===== config.mk =====
export PLATFORM = sky130hd
export DESIGN_NAME = seven_segment_decoder
export DESIGN_NICKNAME = d
export VERILOG_FILES = /design/src/rtl/seven_segment_decoder.sv
export SDC_FILE = /design/constraint.sdc
export NUM_CORES = 1
export LEC_CHECK = 0
export BUFFER_PORTS_ARGS = -buffer_cell sky130_fd_sc_hd__clkbuf_2
export CORE_AREA = 2 2 109 132
export DETAILED_ROUTE_END_ITERATION = 8
export DIE_AREA = 0 0 111 134
export PLACE_DENSITY = 0.43
export SLEW_MARGIN = 10
export SYNTH_ARGS = -nofsm -noshare
export SYNTH_HDL_FRONTEND = slang
export SYNTH_SLANG_ARGS = --single-unit

===== constraint.sdc =====
create_clock -name clk -period 2.75 [get_ports clk]
set_input_delay 0.55 -clock clk [delete_from_list [all_inputs] [get_ports clk]]
set_output_delay 0.55 -clock clk [all_outputs]
set_load 0.03 [all_outputs]

===== src/rtl/seven_segment_decoder.sv =====
// seven_segment_decoder
// Purpose: receive side of the two-digit seven-segment display interface.
//   Watches a pair of segment buses, waits until they have been stable for
//   STABLE_CYCLES synchronized samples, then decodes them back to a hex byte.
//   Each new stable pattern is reported exactly once. The report is either a
//   data_valid pulse with the byte, or a pattern_err pulse when either digit
//   is not a hex glyph.
// Parameters:
//   STABLE_CYCLES - equal consecutive samples needed before commit (1..255)
//   ACTIVE_LOW    - 1: segment inputs are active-low, 0: active-high
// Ports:
//   clk         - system clock
//   rst_n       - asynchronous active-low reset
//   disp1       - low-nibble digit segments, bit6=a .. bit0=g
//   disp2       - high-nibble digit segments, same bit order
//   data_out    - last successfully decoded byte {disp2 nibble, disp1 nibble}
//   data_valid  - one-cycle pulse when data_out updates
//   pattern_err - one-cycle pulse when a stable pattern fails to decode
//   error_count - saturating count of pattern_err pulses
module seven_segment_decoder #(
   parameter int STABLE_CYCLES = 4,
   parameter bit ACTIVE_LOW    = 1'b1
) (
   input  logic       clk,
   input  logic       rst_n,
   input  logic [6:0] disp1,
   input  logic [6:0] disp2,
   output logic [7:0] data_out,
   output logic       data_valid,
   output logic       pattern_err,
   output logic [7:0] error_count
);

   localparam logic [7:0] CNT_MAX = 8'(STABLE_CYCLES - 1);

   typedef enum logic [1:0] {
      SETTLE = 2'd0,
      COMMIT = 2'd1,
      HOLD   = 2'd2
   } state_t;

   state_t      state;
   state_t      state_nxt;
   logic [13:0] raw;
   logic [13:0] sync1_p0;
   logic [13:0] sync2_p1;
   logic [13:0] s_prev_p2;
   logic [13:0] committed;
   logic [7:0]  cnt;
   logic        same;
   logic        stable;
   logic        commit_go;
   logic        changed;
   logic        commit_upd;
   logic        ev_valid;
   logic        ev_err;
   logic [4:0]  dec_hi;
   logic [4:0]  dec_lo;

   // Returns {ok, nibble} for an active-high segment pattern.
   function automatic logic [4:0] decode_glyph(input logic [6:0] seg);
      case (seg)
         7'h7E:   decode_glyph = {1'b1, 4'h0};
         7'h30:   decode_glyph = {1'b1, 4'h1};
         7'h6D:   decode_glyph = {1'b1, 4'h2};
         7'h79:   decode_glyph = {1'b1, 4'h3};
         7'h33:   decode_glyph = {1'b1, 4'h4};
         7'h5B:   decode_glyph = {1'b1, 4'h5};
         7'h5F:   decode_glyph = {1'b1, 4'h6};
         7'h70:   decode_glyph = {1'b1, 4'h7};
         7'h7F:   decode_glyph = {1'b1, 4'h8};
         7'h7B:   decode_glyph = {1'b1, 4'h9};
         7'h77:   decode_glyph = {1'b1, 4'hA};
         7'h1F:   decode_glyph = {1'b1, 4'hB};
         7'h4E:   decode_glyph = {1'b1, 4'hC};
         7'h3D:   decode_glyph = {1'b1, 4'hD};
         7'h4F:   decode_glyph = {1'b1, 4'hE};
         7'h47:   decode_glyph = {1'b1, 4'hF};
         default: decode_glyph = 5'h00;
      endcase
   endfunction

   function automatic logic [7:0] sat_inc(input logic [7:0] v);
      sat_inc = (v == 8'hFF) ? v : v + 8'd1;
   endfunction

   // Polarity is normalised ahead of the synchronizer, so a cleared
   // synchronizer reads as a blank display. That equals the reset value
   // of the committed pattern, so reset never produces a phantom event.
   assign raw = {disp2, disp1} ^ {14{ACTIVE_LOW}};

   // ---- stage p0/p1: two-flop synchronizer, p2: previous sample + stability counter
   always_ff @(posedge clk or negedge rst_n) begin
      if (!rst_n) begin
         sync1_p0  <= '0;
         sync2_p1  <= '0;
         s_prev_p2 <= '0;
         cnt       <= '0;
      end else begin
         sync1_p0  <= raw;
         sync2_p1  <= sync1_p0;
         s_prev_p2 <= sync2_p1;
         if (!same)
            cnt <= '0;
         else if (cnt != CNT_MAX)
            cnt <= cnt + 8'd1;
      end
   end

   assign same    = (sync2_p1 == s_prev_p2);
   assign stable  = same && (cnt == CNT_MAX);
   assign changed = (sync2_p1 != committed);
   assign dec_hi  = decode_glyph(sync2_p1[13:7]);
   assign dec_lo  = decode_glyph(sync2_p1[6:0]);

   // ---- FSM state register
   always_ff @(posedge clk or negedge rst_n) begin
      if (!rst_n)
         state <= SETTLE;
      else
         state <= state_nxt;
   end

   // Commit is decided in the last SETTLE cycle and its result is registered
   // on the edge into COMMIT, so the event pulse coincides with COMMIT.
   always_comb begin
      state_nxt = state;
      case (state)
         SETTLE:  if (stable) state_nxt = COMMIT;
         COMMIT:  state_nxt = same ? HOLD : SETTLE;
         HOLD:    if (!same) state_nxt = SETTLE;
         default: state_nxt = SETTLE;
      endcase
   end

   always_comb begin
      commit_go  = (state == SETTLE) && stable;
      commit_upd = commit_go && changed;
      ev_valid   = commit_upd && dec_hi[4] && dec_lo[4];
      ev_err     = commit_upd && !(dec_hi[4] && dec_lo[4]);
   end

   // ---- event registers
   always_ff @(posedge clk or negedge rst_n) begin
      if (!rst_n) begin
         committed   <= '0;
         data_out    <= '0;
         data_valid  <= 1'b0;
         pattern_err <= 1'b0;
         error_count <= '0;
      end else begin
         data_valid  <= ev_valid;
         pattern_err <= ev_err;
         if (commit_upd)
            committed <= sync2_p1;
         if (ev_valid)
            data_out <= {dec_hi[3:0], dec_lo[3:0]};
         if (ev_err)
            error_count <= sat_inc(error_count);
      end
   end

endmodule


==> results by group, run 1 <==
Run status
  – Outcome: completed

Clock network
  – # resized after CTS: 0
  – Clk pin slew, worst setup/hold paths: 0.06 ns
  – Hold_buf cts: 0
  – Clock buffer depth: 2
  – Setup bufs post-CTS: 0
  – CTS tree: done
  – Sink Count: 84
  – CTS H-tree depth: 3
  – CTS Buf Count: 9
  – Root buf cell: clkbuf_16
  – Worst-Skew Late Latency: approximately 0.34 ns

Power and ir drop
  – Pwr Density: between 500 and 600 mW/mm^2
  – Int Pwr: around 2.0 mW
  – Switching part of the total: between 20 and 25%
  – Comb power frac: around 6.5%
  – Pleak: around 2.1 nW
  – Power share of the sequential group: 50.1%
  – Tot Pwr: 2.59 mW
  – Maximum vdd ir drop: ~0.2 mV
  – Switching power: approximately 640 uW
  – Power share of the clock group: between 40 and 50%

STA
  – Final Max Tran Viols: 0
  – Clock Skew: approximately 0.0071 ns
  – Tcrit/Tclk final: 87.5%
  – Setup TNS: 0 ns
  – RSZ-0062 raised after global routing: false
  – Final hold violations: 0
  – Final min period: between 2 and 2.5 ns
  – Final Setup Violations: 0
  – Fin Hold WS: around 0.17 ns
  – Rel. slew slack: between 60% and 70%
  – Worst Tran Pin Value: ~0.50 ns
  – FMAX: about 0.42 GHz

Detailed routing
  – Drt via density: ~4.6
  – Starting DRT DRC Count: around 150
  – Via count: around 2.6k
  – TritonRoute pass-1 iters: 4
  – Detailed Route WL: roughly 7.8 mm
  – DR WL/cell: between 10 and 15 um
  – Final ANT Viol Nets: 0
  – DRC: 0

Cells and area
  – Final nets: 410
  – Area delta synth->final: 16.6%
  – Ant. Diodes: 0
  – Register area: approximately 0.0021 sq mm
  – Fin util: 34.2%
  – Share of cells above drive strength 1: 24.5%
  – Filler Cells Inserted: about 1.4k
  – Multi-input gate area: about 0.0017 sq mm

GRT
  – Met3 GRT Util: approximately 2.5%
  – First-pass GRT wire length: ~14 mm
  – Vias in the first global route: between 2k and 3k
  – Total congestion overflow: 0
  – Largest net degree at the start of global routing: 50
  – Met2 usage: roughly 18%
  – GRT Util Overall: between 10% and 20%
  – GRT met1 Usage: between 10% and 20%
  – GRT busiest layer: met2
  – Initial antenna violation count: 0

Floorplanning
  – Core Box Area: ~0.014 sq mm
  – Die H: between 100 and 150 um
  – Die Wd: about 110 um
  – Num ports: 34
  – Full die area: roughly 0.015 sq mm
  – Initial Util: between 20 and 30%
  – Rows: between 40 and 50

Yosys
  – Synth top cells by count: dfrtp_1 (84), xnor2_1 (25), nor2_1 (22), nand2_1 (21)
  – Avg Cell Area, Syn: ~11 sq um
  – Fraction of registers with async set/reset: between 90% and 100%
  – Synth warn: 0
  – Post-synth top flop: dfrtp_1
  – Sequential area share after synthesis: roughly 53%
  – Largest area contributor in the netlist: dfrtp_1
  – Synthesized area: around 0.004 sq mm
  – Largest cells by area after synthesis: dfrtp_1 (53%), xnor2_1 (5.5%), xor2_1 (4.2%), mux2_2 (4.0%), mux2_4 (2.6%)
  – Post-synth EDFFs: 0
  – Net Count, Synth: around 370
  – Syn Inst Count: between 300 and 400
  – Synth unique cells: 55
  – Most frequent cell after synthesis: dfrtp_1
  – Share of Yosys cell area claimed by the top area cell type: between 50% and 60%
  – Post-synthesis register bit count: 84

Hold path
  – Worst hold path class: input port to asynchronous set/reset pin

Critical path
  – CP Data Required Time: around 3.0 ns
  – Startpoint Class: flip-flop
  – CP Data Arrival Time: around 2.6 ns
  – Crit path kind: flip-flop to flip-flop
  – Crit-path max FO: 11
  – Crit end category: flip-flop
  – Reg2Reg Depth: 6
  – Flop-to-flop setup slack: 0.34 ns

Place
  – DPL Wire Length: ~5.6 mm
  – RePlAce Congestion: 0.842
  – IO Port Bufs: 33

Flow run
  – MaxCap Viol Count: 0
[worst max-delay path, stage by stage, from the launching register on]
cell and delay (ns):
dfrtp_1 0.54, nand2b_1 0.24, or4b_1 0.51, a21oi_1 0.20, a211o_2 0.22, o221ai_4 0.24
mux2_4 0.36
[metal layers]
metal | part of all wire (%) | vias to the layer above
met1 | 46 | 1254
met4 | 1.8 | 0
met2 | 48 | 54
li1 | - | 1290
met5 | 0 | -
met3 | 4.1 | 11
[power groups by stage]
| stage | registers [mW] | logic [mW] | clock network [mW] |
|---|---|---|---|
| 4_1_cts | 1.30 | 0.173 | 1.17 |
| 2_1_floorplan | 1.30 | 0.114 | 0 |
| 3_5_place_dp | 1.32 | 0.173 | 0 |
| 6_report | 1.30 | 0.169 | 1.12 |
| 5_1_grt | 1.30 | 0.193 | 1.22 |
| 3_3_place_gp | 1.32 | 0.172 | 0 |
[cell usage in the layout (no fill, tap or decap), drive strengths merged, types with 5 or more instances in the layout]
cell	Yosys	layout
a21oi	10	10
a31oi	5	5
buf	18	16
clkbuf	2	41
dfrtp	84	84
inv	19	21
mux2	22	22
nand2	21	21
nand2b	7	7
nand3	12	12
nand4	10	10
nor2	22	22
nor2b	6	6
nor3	6	6
nor4	6	6
o21ai	7	7
xnor2	25	25
xor2	19	19
[sequential cells by signal, indices dropped and copies added (netlist names)]
name,flops
committed,14
s_prev_p2,14
sync1_p0,14
sync2_p1,14
cnt,8
data_out,8
error_count,8
state,2
data_valid,1
pattern_err,1
[stage by stage]
step,instance area [sq um],instances,worst slack (ns)
2_1_floorplan,3990,353,0.613
3_3_place_gp,4370,552,0.356
3_5_place_dp,4370,552,0.359
4_1_cts,4650,567,0.340
5_1_grt,4650,567,0.0966
6_report,4650,567,0.343
[area by class of cell]
type / count / area share [%]
sequential: 84 / 45.2
multi-input combinational: 230 / 36.4
timing repair buffer: 48 / 6.30
clock buffer: 9 / 4.85
tap: 171 / 4.60
inverter: 19 / 1.53
clock inverter: 6 / 1.08
[cell families (layout without fill, tap and decap cells)]
kind of cell | after synthesis | count (layout) | synth area share, %
muxes | 26 | 26 | 7.88
adders and majority gates | 2 | 2 | 0.627
DFF | 84 | 84 | 52.7
and+or+nand+nor | 119 | 119 | 17.2
xor gates and xnor gates | 44 | 44 | 9.66
buffers and inverters | 39 | 82 | 4.83
AOI/OAI and AO/OA | 39 | 39 | 7.12
[final timing paths]
check	start	end
worst max-delay path	sync2_p1[13]$_DFF_PN0_	data_out[1]$_DFFE_PN0P_
max in group asynchronous	rst_n	committed[13]$_DFFE_PN0P_
min in group clk	disp2[0]	sync1_p0[7]$_DFF_PN0_
worst min-delay path	rst_n	sync1_p0[3]$_DFF_PN0_
worst min register to register	sync1_p0[13]$_DFF_PN0_	sync2_p1[13]$_DFF_PN0_
worst max register to register	sync2_p1[13]$_DFF_PN0_	data_out[1]$_DFFE_PN0P_
Note: power is estimated with default switching activity, not from simulation.
==> inputs of run 2 (changes only) <==
Settings changed: ABC_CLOCK_PERIOD_IN_PS set to 2750, REMOVE_ABC_BUFFERS set to 1, SETUP_SLACK_MARGIN set to 0.5.
==> run 2 against run 1 <==
Net effect: non-clock buffer count increased by 41; sequential share of layout area fell by 5.1 points; clock power rose by 30%; routed wire length is 14% higher; flip-flop and latch count unchanged; critical path depth rose by 3; via count grew 8.6%; combinational power is 35% higher.
==> results by group, run 2 (same netlist as run 1, synthesis figures left out) <==
Place
  – IO Port Bufs: 33 (unchanged)
  – RePlAce Congestion: 0.806 (was 0.842)
  – DPL Wire Length: 5.89 mm (was 5.55 mm)
  – Placed Area: 0.00442 sq mm (was 0.00437 sq mm)

Power and ir drop
  – Pwr Density: 566 mW/mm^2 (was 557 mW/mm^2)
  – Pleak: 2.41 nW (was 2.12 nW)
  – Maximum vdd ir drop: 0.336 mV (was 0.203 mV)

STA
  – Final Max Tran Viols: 0 (unchanged)
  – Rel. slew slack: 66.4% (about the same)
  – Fin Hold WS: 0.187 ns (was 0.174 ns)
  – Final min period: 2.21 ns (was 2.41 ns)
  – Final hold violations: 0 (unchanged)
  – FMAX: 0.453 GHz (was 0.416 GHz)
  – Clock Skew: 0.00526 ns (was 0.00711 ns)
  – Worst Tran Pin Value: 0.504 ns (was 0.503 ns)
  – Tcrit/Tclk final: 80.3% (was 87.5%)
  – RSZ-0062 raised after global routing: true (was false)
  – Final Setup Violations: 0 (unchanged)
  – Setup TNS: 0 ns (unchanged)

Run status
  – Outcome: completed (unchanged)

Cells and area
  – Register area: 0.00212 sq mm (was 0.00210 sq mm)
  – Commonest non-fill, non-tap cell in the layout: dfrtp_1 (unchanged)
  – Final nets: 451 (was 410)
  – Most frequent cells in the layout: dfrtp_1 (71), buf_4 (42), clkbuf_2 (34) (was dfrtp_1 (84), clkbuf_2 (32), xnor2_1 (25))
  – Fin util: 38.8% (was 34.2%)
  – Area delta synth->final: 32.3% (was 16.6%)
  – Ant. Diodes: 0 (unchanged)
  – Share of cells above drive strength 1: 38.6% (was 24.5%)
  – Multi-input gate area: 0.00182 sq mm (was 0.00169 sq mm)
  – Finished layout cell area: 0.00528 sq mm (was 0.00465 sq mm)
  – Filler Cells Inserted: 1312 (was 1389)

Critical path
  – Buffers and inverters on the worst path: 3 (was 0)
  – Critical path's slowest cell: dfrtp_2 (was dfrtp_1)
  – Family with the most delay on the worst path: simple AND/OR/NAND/NOR gates (unchanged)
  – CP Depth: 9 (was 6)
  – Crit-path max FO: 9 (was 11)
  – Startpoint Class: flip-flop (unchanged)
  – Crit end category: flip-flop (unchanged)
  – Crit path kind: flip-flop to flip-flop (unchanged)
  – CP peak stage delay: 0.46 ns (was 0.54 ns)
  – CP Data Arrival Time: 2.42 ns (was 2.63 ns)
  – CP Data Required Time: 2.97 ns (about the same)
  – Reg2Reg Depth: 9 (was 6)
  – Cell Chain, Critical Path: buf_4 > xnor2_2 > nand4_1 > nor4_4 > nor3b_4 > buf_6 > o221ai_4 > buf_12 > mux2_4 (was nand2b_1 > or4b_1 > a21oi_1 > a211o_2 > o221ai_4 > mux2_4)

Detailed routing
  – Drt via density: 4.65 (was 4.60)
  – Detailed Route WL: 8.95 mm (was 7.82 mm)
  – Starting DRT DRC Count: 93 (was 145)
  – DRC: 0 (unchanged)
  – TritonRoute pass-1 iters: 4 (unchanged)
  – Via count: 2833 (was 2609)
  – DR WL/cell: 14.7 um (was 13.8 um)
  – Final ANT Viol Nets: 0 (unchanged)

Flow run
  – MaxCap Viol Count: 0 (unchanged)

GRT
  – GRT Util Overall: 12.1% (was 11.4%)
  – Vias in the first global route: 2859 (was 2656)
  – First-pass GRT wire length: 14.5 mm (was 13.6 mm)
  – Initial antenna violation count: 0 (unchanged)
  – Largest net degree at the start of global routing: 50 (unchanged)
  – Total congestion overflow: 0 (unchanged)

Clock network
  – Sink Count: 84 (unchanged)
  – Hold_buf cts: 0 (unchanged)
  – Worst-Skew Late Latency: 0.33 ns (was 0.34 ns)
  – CTS Buf Count: 9 (unchanged)
  – Clk pin slew, worst setup/hold paths: 0.06 ns (about the same)
  – Root buf cell: clkbuf_16 (unchanged)
  – CTS tree: done (unchanged)
  – CTS H-tree depth: 3 (unchanged)
  – Clock buffer depth: 2 (unchanged)

Floorplanning
  – Initial Util: 29.4% (unchanged)
  – Core Box Area: 0.0136 sq mm (unchanged)
  – Die Wd: 111 um (unchanged)
  – Full die area: 0.0149 sq mm (unchanged)
  – Rows: 47 (unchanged)
  – Num ports: 34 (unchanged)
  – Die H: 134 um (unchanged)

Hold path
  – Worst hold path class: input port to asynchronous set/reset pin (unchanged)
==> run 2: cell count changes in the layout (fill, tap and decap cells not counted), moves of 4 or more <==
| cell | before | now |
|---|---|---|
| bufinv_16 | 0 | 4 |
| dfrtp_1 | 84 | 71 |
| buf_6 | 0 | 5 |
| dfrtp_2 | 0 | 13 |
| buf_12 | 1 | 5 |
| buf_4 | 15 | 42 |
==> run 2: worst register-to-register path, cell delays in order (launching register included) <==
cell and delay, ns:
dfrtp_2 0.46, buf_4 0.17, xnor2_2 0.19, nand4_1 0.17
nor4_4 0.35, nor3b_4 0.09, buf_6 0.14, o221ai_4 0.06
buf_12 0.16, mux2_4 0.30
==> run 2: layout make-up <==
| type | instances | share of cell area, % |
|---|---|---|
| clock buffer | 10 | 4.34 |
| clock inverter | 6 | 2.59 |
| inverter | 19 | 1.35 |
| multi-input combinational | 230 | 34.6 |
| sequential | 84 | 40.2 |
| tap | 171 | 4.06 |
| timing repair buffer | 89 | 12.9 |
==> run 2: worst paths after layout <==
path                                             from                       to  slack [ns]
min in group clk                sync1_p0[0]$_DFF_PN0_    sync2_p1[0]$_DFF_PN0_        0.35
worst max-delay path            sync2_p1[5]$_DFF_PN0_  data_out[6]$_DFFE_PN0P_        0.54
worst max register to register  sync2_p1[5]$_DFF_PN0_  data_out[6]$_DFFE_PN0P_        0.54
worst min register to register  sync1_p0[0]$_DFF_PN0_    sync2_p1[0]$_DFF_PN0_        0.35
max in group asynchronous                       rst_n    sync2_p1[4]$_DFF_PN0_        1.92
worst min-delay path                            rst_n    sync1_p0[7]$_DFF_PN0_        0.19
==> run 2: where the power goes <==
part           internal [mW]  total, mW  switching (mW)
registers               1.27       1.30          0.0264
logic                  0.103      0.228           0.124
clock network          0.981       1.46           0.484
total                   2.35       2.99           0.634
==> run 2: per-stage QoR <==
step                      cells  total power [mW]  worst slack (ns)
final                       609              2.99             0.542
after global placement      557              1.50             0.224
after global routing        609              3.11             0.417
after floorplan             333              1.40            -0.198
after detailed placement    557              1.50             0.238
after CTS                   592              3.00             0.490
==> run 2: layer usage <==
metal	vias up	track usage (%)	share of wire [%]
li1	1368	-	-
met1	1400	15.2	45
met2	47	21.1	50
met3	18	2.49	2.6
met4	0	4.10	2.1
met5	-	0	0
==> run 2: what timing repair did <==
action / in CTS / in global routing
setup buffers: 18 / 17
gates cloned: 1 / 0
resized for setup: 22 / 23
endpoints found under the setup margin: 31 / 30
pin swaps: 9 / 15
==> inputs of run 3 (changes only) <==
Settings changed: ABC_AREA set to 1, ABC_CLOCK_PERIOD_IN_PS 2750 to 2300.
Clock period 2.75 ns to 2.3 ns, I/O delays scaled along.
==> run 3 against run 2 <==
Net effect: routed wire length is 4.7% higher; total power is 12% higher; die area stayed put; setup slack worse by 0.080 ns; cell area is 0.74% lower; critical path depth is 1 higher; register-to-register slack worse by 0.08 ns; sequential power is 19% higher; area after synthesis is 0.63% higher; clock skew is 0.00067 ns higher; critical path type unchanged; largest cell class unchanged; highest routed layer unchanged.
==> results by group, run 3 <==
GRT
  – Total congestion overflow: 0 (unchanged)
  – GRT Util Overall: 13.2% (was 12.1%)
  – Initial antenna violation count: 0 (unchanged)
  – First-pass GRT wire length: 15.7 mm (was 14.5 mm)
  – Largest net degree at the start of global routing: 49 (was 50)
  – Vias in the first global route: 3177 (was 2859)

Flow run
  – MaxCap Viol Count: 0 (unchanged)

Cells and area
  – Final nets: 573 (was 451)
  – Area delta synth->final: 30.5% (was 32.3%)
  – Most frequent cells in the layout: nand2_1 (135), dfrtp_1 (70), inv_1 (52) (was dfrtp_1 (71), buf_4 (42), clkbuf_2 (34))
  – Share of cells above drive strength 1: 31.6% (was 38.6%)
  – Commonest non-fill, non-tap cell in the layout: nand2_1 (was dfrtp_1)
  – Fin cells: 731 (was 609)
  – Ant. Diodes: 0 (unchanged)

Yosys
  – Fraction of registers with async set/reset: 100% (unchanged)
  – Share of Yosys cell area claimed by the top area cell type: 52.4% (was 52.7%)
  – Avg Cell Area, Syn: 8.36 sq um (was 11.3 sq um)
  – Post-synth EDFFs: 0 (unchanged)
  – Largest cells by area after synthesis: dfrtp_1 (52%), nand2_1 (14%), inv_1 (5.1%), nor2_1 (4.4%), nand3_1 (3.6%) (was dfrtp_1 (53%), xnor2_1 (5.5%), xor2_1 (4.2%), mux2_2 (4.0%), mux2_4 (2.6%))
  – Largest area contributor in the netlist: dfrtp_1 (unchanged)
  – Synthesized area: 0.00401 sq mm (was 0.00399 sq mm)
  – Synth warn: 0 (unchanged)
  – Most frequent cell after synthesis: nand2_1 (was dfrtp_1)
  – Post-synth top flop: dfrtp_1 (unchanged)
  – Synth top cells by count: nand2_1 (148), dfrtp_1 (84), inv_1 (55), nor2_1 (47), nand3_1 (29) (was dfrtp_1 (84), xnor2_1 (25), nor2_1 (22), nand2_1 (21))
  – Synth unique cells: 31 (was 55)
  – Sequential area share after synthesis: 52.4% (was 52.7%)
  – Syn Inst Count: 480 (was 353)
  – Post-synthesis register bit count: 84 (unchanged)

Clock network
  – Clk pin slew, worst setup/hold paths: 0.06 ns (about the same)
  – Sink Count: 84 (unchanged)
  – CTS H-tree depth: 3 (unchanged)
  – CTS Buf Count: 9 (unchanged)
  – Root buf cell: clkbuf_16 (unchanged)
  – Worst-Skew Late Latency: 0.34 ns (was 0.33 ns)
  – CTS tree: done (unchanged)
  – Clock buffer depth: 2 (unchanged)

Detailed routing
  – Starting DRT DRC Count: 123 (was 93)
  – Final ANT Viol Nets: 0 (unchanged)
  – Met1 wire length: 4.18 mm (was 4.04 mm)
  – TritonRoute pass-1 iters: 5 (was 4)
  – DRC: 0 (unchanged)
  – DR WL/cell: 12.8 um (was 14.7 um)
  – Routed wl met2: 4.65 mm (was 4.48 mm)
  – Length of routed met3 wiring: 326 um (was 230 um)
  – Via count: 3278 (was 2833)
  – Detailed Route WL: 9.37 mm (was 8.95 mm)
  – DR top layer: met4 (unchanged)
  – Drt via density: 4.48 (was 4.65)

Power and ir drop
  – Tot Pwr: 3.34 mW (was 2.99 mW)
  – Switching power: 764 uW (was 634 uW)
  – Power share of the clock group: 47.2% (was 49.0%)
  – Pleak: 2.68 nW (was 2.41 nW)
  – Pwr Density: 637 mW/mm^2 (was 566 mW/mm^2)
  – Switching part of the total: 22.9% (was 21.2%)
  – Power share of the sequential group: 46.6% (was 43.4%)
  – Maximum vdd ir drop: 0.332 mV (was 0.336 mV)
  – Int Pwr: 2.57 mW (was 2.35 mW)
  – Comb power frac: 6.2% (was 7.6%)

STA
  – RSZ-0062 raised after global routing: true (unchanged)
  – Final Max Tran Viols: 0 (unchanged)
  – Setup TNS: 0 ns (unchanged)
  – Rel. slew slack: 72.1% (was 66.4%)
  – Clock Skew: 0.00592 ns (was 0.00526 ns)
  – Final min period: 1.84 ns (was 2.21 ns)
  – Final worst slack: 0.462 ns (was 0.542 ns)
  – Worst Tran Pin Value: 0.415 ns (was 0.504 ns)
  – Tcrit/Tclk final: 79.9% (was 80.3%)
  – FMAX: 0.544 GHz (was 0.453 GHz)
  – Final hold violations: 0 (unchanged)
  – Final Setup Violations: 0 (unchanged)

Floorplanning
  – Num ports: 34 (unchanged)
  – Die Wd: 111 um (unchanged)
  – Initial Util: 29.5% (was 29.4%)
  – Core Box Area: 0.0136 sq mm (unchanged)
  – Rows: 47 (unchanged)
  – Full die area: 0.0149 sq mm (unchanged)
  – Die H: 134 um (unchanged)

Place
  – DPL Wire Length: 6.37 mm (was 5.89 mm)
  – Placed cell count: 680 (was 557)
  – IO Port Bufs: 33 (unchanged)
  – RePlAce Congestion: 0.880 (was 0.806)
  – Pre-CTS WS: 0.272 ns (was 0.238 ns)

Critical path
  – Startpoint Class: flip-flop (unchanged)
  – Crit-path max FO: 6 (was 9)
  – Crit path kind: flip-flop to flip-flop (unchanged)
  – CP Data Arrival Time: 2.06 ns (was 2.42 ns)
  – CP Data Required Time: 2.53 ns (was 2.97 ns)
  – Crit end category: flip-flop (unchanged)

Hold path
  – Worst hold path class: input port to flip-flop (was input port to asynchronous set/reset pin)

Run status
  – Outcome: completed (unchanged)
-- run 3: stage by stage --
step / utilization, % / hold WS (ns) / cell area (sq um)
2_1_floorplan: - / 0.164 / 3940
3_3_place_gp: 32.2 / 0.332 / 4370
3_5_place_dp: 32.2 / 0.335 / 4370
4_1_cts: 36.8 / 0.237 / 5000
5_1_grt: 38.5 / 0.247 / 5240
6_report: 38.5 / 0.254 / 5240
-- run 3: kinds of logic after synthesis --
| group | Yosys count | share of synthesized area (%) |
|---|---|---|
| buffers and inverters | 73 | 7.86 |
| AND/OR/NAND/NOR | 276 | 31.3 |
| flip-flops | 84 | 52.4 |
| XOR/XNOR | 15 | 3.27 |
| adder cells (fa/ha/maj) | 2 | 0.624 |
| AO/OA/AOI/OAI | 30 | 4.55 |
-- run 3: final timing paths --
path                                             start                 endpoint  slack (ns)  cells after the start
min in group asynchronous                        rst_n    sync1_p0[4]$_DFF_PN0_        0.54                      2
worst max-delay path            sync2_p1[13]$_DFF_PN0_  data_out[1]$_DFFE_PN0P_        0.46                     10
worst min register to register  sync1_p0[12]$_DFF_PN0_   sync2_p1[12]$_DFF_PN0_        0.35                      0
worst min-delay path                          disp1[5]    sync1_p0[5]$_DFF_PN0_        0.25                      2
max in group asynchronous                        rst_n    sync2_p1[5]$_DFF_PN0_        1.18                      3
worst max register to register  sync2_p1[13]$_DFF_PN0_  data_out[1]$_DFFE_PN0P_        0.46                     10
-- run 3: area by class of cell --
cell class | count | area, sq um
clock buffers | 10 | 239
repair buffers | 70 | 498
flip-flops and latches | 84 | 2120
fillers | 1373 | 8350
well taps | 171 | 214
multi-input cells | 326 | 1840
clock inverters | 6 | 86.3
inverters | 64 | 243
-- run 3: layer usage --
layer / global-route usage, % / vias up
met5: 0 / -
met4: 5.35 / 0
met3: 3.07 / 16
met2: 21.9 / 47
met1: 16.8 / 1547
li1: - / 1668
-- run 3: worst max-delay path: stages, from the launching register on --
cell and delay (ns):
dfrtp_2 0.43, buf_6 0.12, xor2_1 0.15, nor3_1 0.21
nand3_1 0.17, nor2_4 0.19, buf_6 0.14, nor2_8 0.06
buf_6 0.14, nand4_1 0.07, nand2_1 0.05
-- run 3: power groups by stage --
| stage | Sequential, mW | Clock, mW | Combinational (mW) |
|---|---|---|---|
| after floorplan | 1.57 | 0 | 0.0926 |
| after global placement | 1.58 | 0 | 0.168 |
| after detailed placement | 1.58 | 0 | 0.166 |
| after CTS | 1.55 | 1.64 | 0.195 |
| after global routing | 1.56 | 1.69 | 0.236 |
| final | 1.55 | 1.58 | 0.208 |
-- run 3: timing repair --
action | in CTS | in global routing
hold buffers | 1 | 0
endpoints found under the setup margin | 32 | 34
hold endpoints to repair | 7 | 0
cloned | 2 | 1
buffers inserted | 22 | 9
resized for setup | 33 | 51
pin swaps | 8 | 24
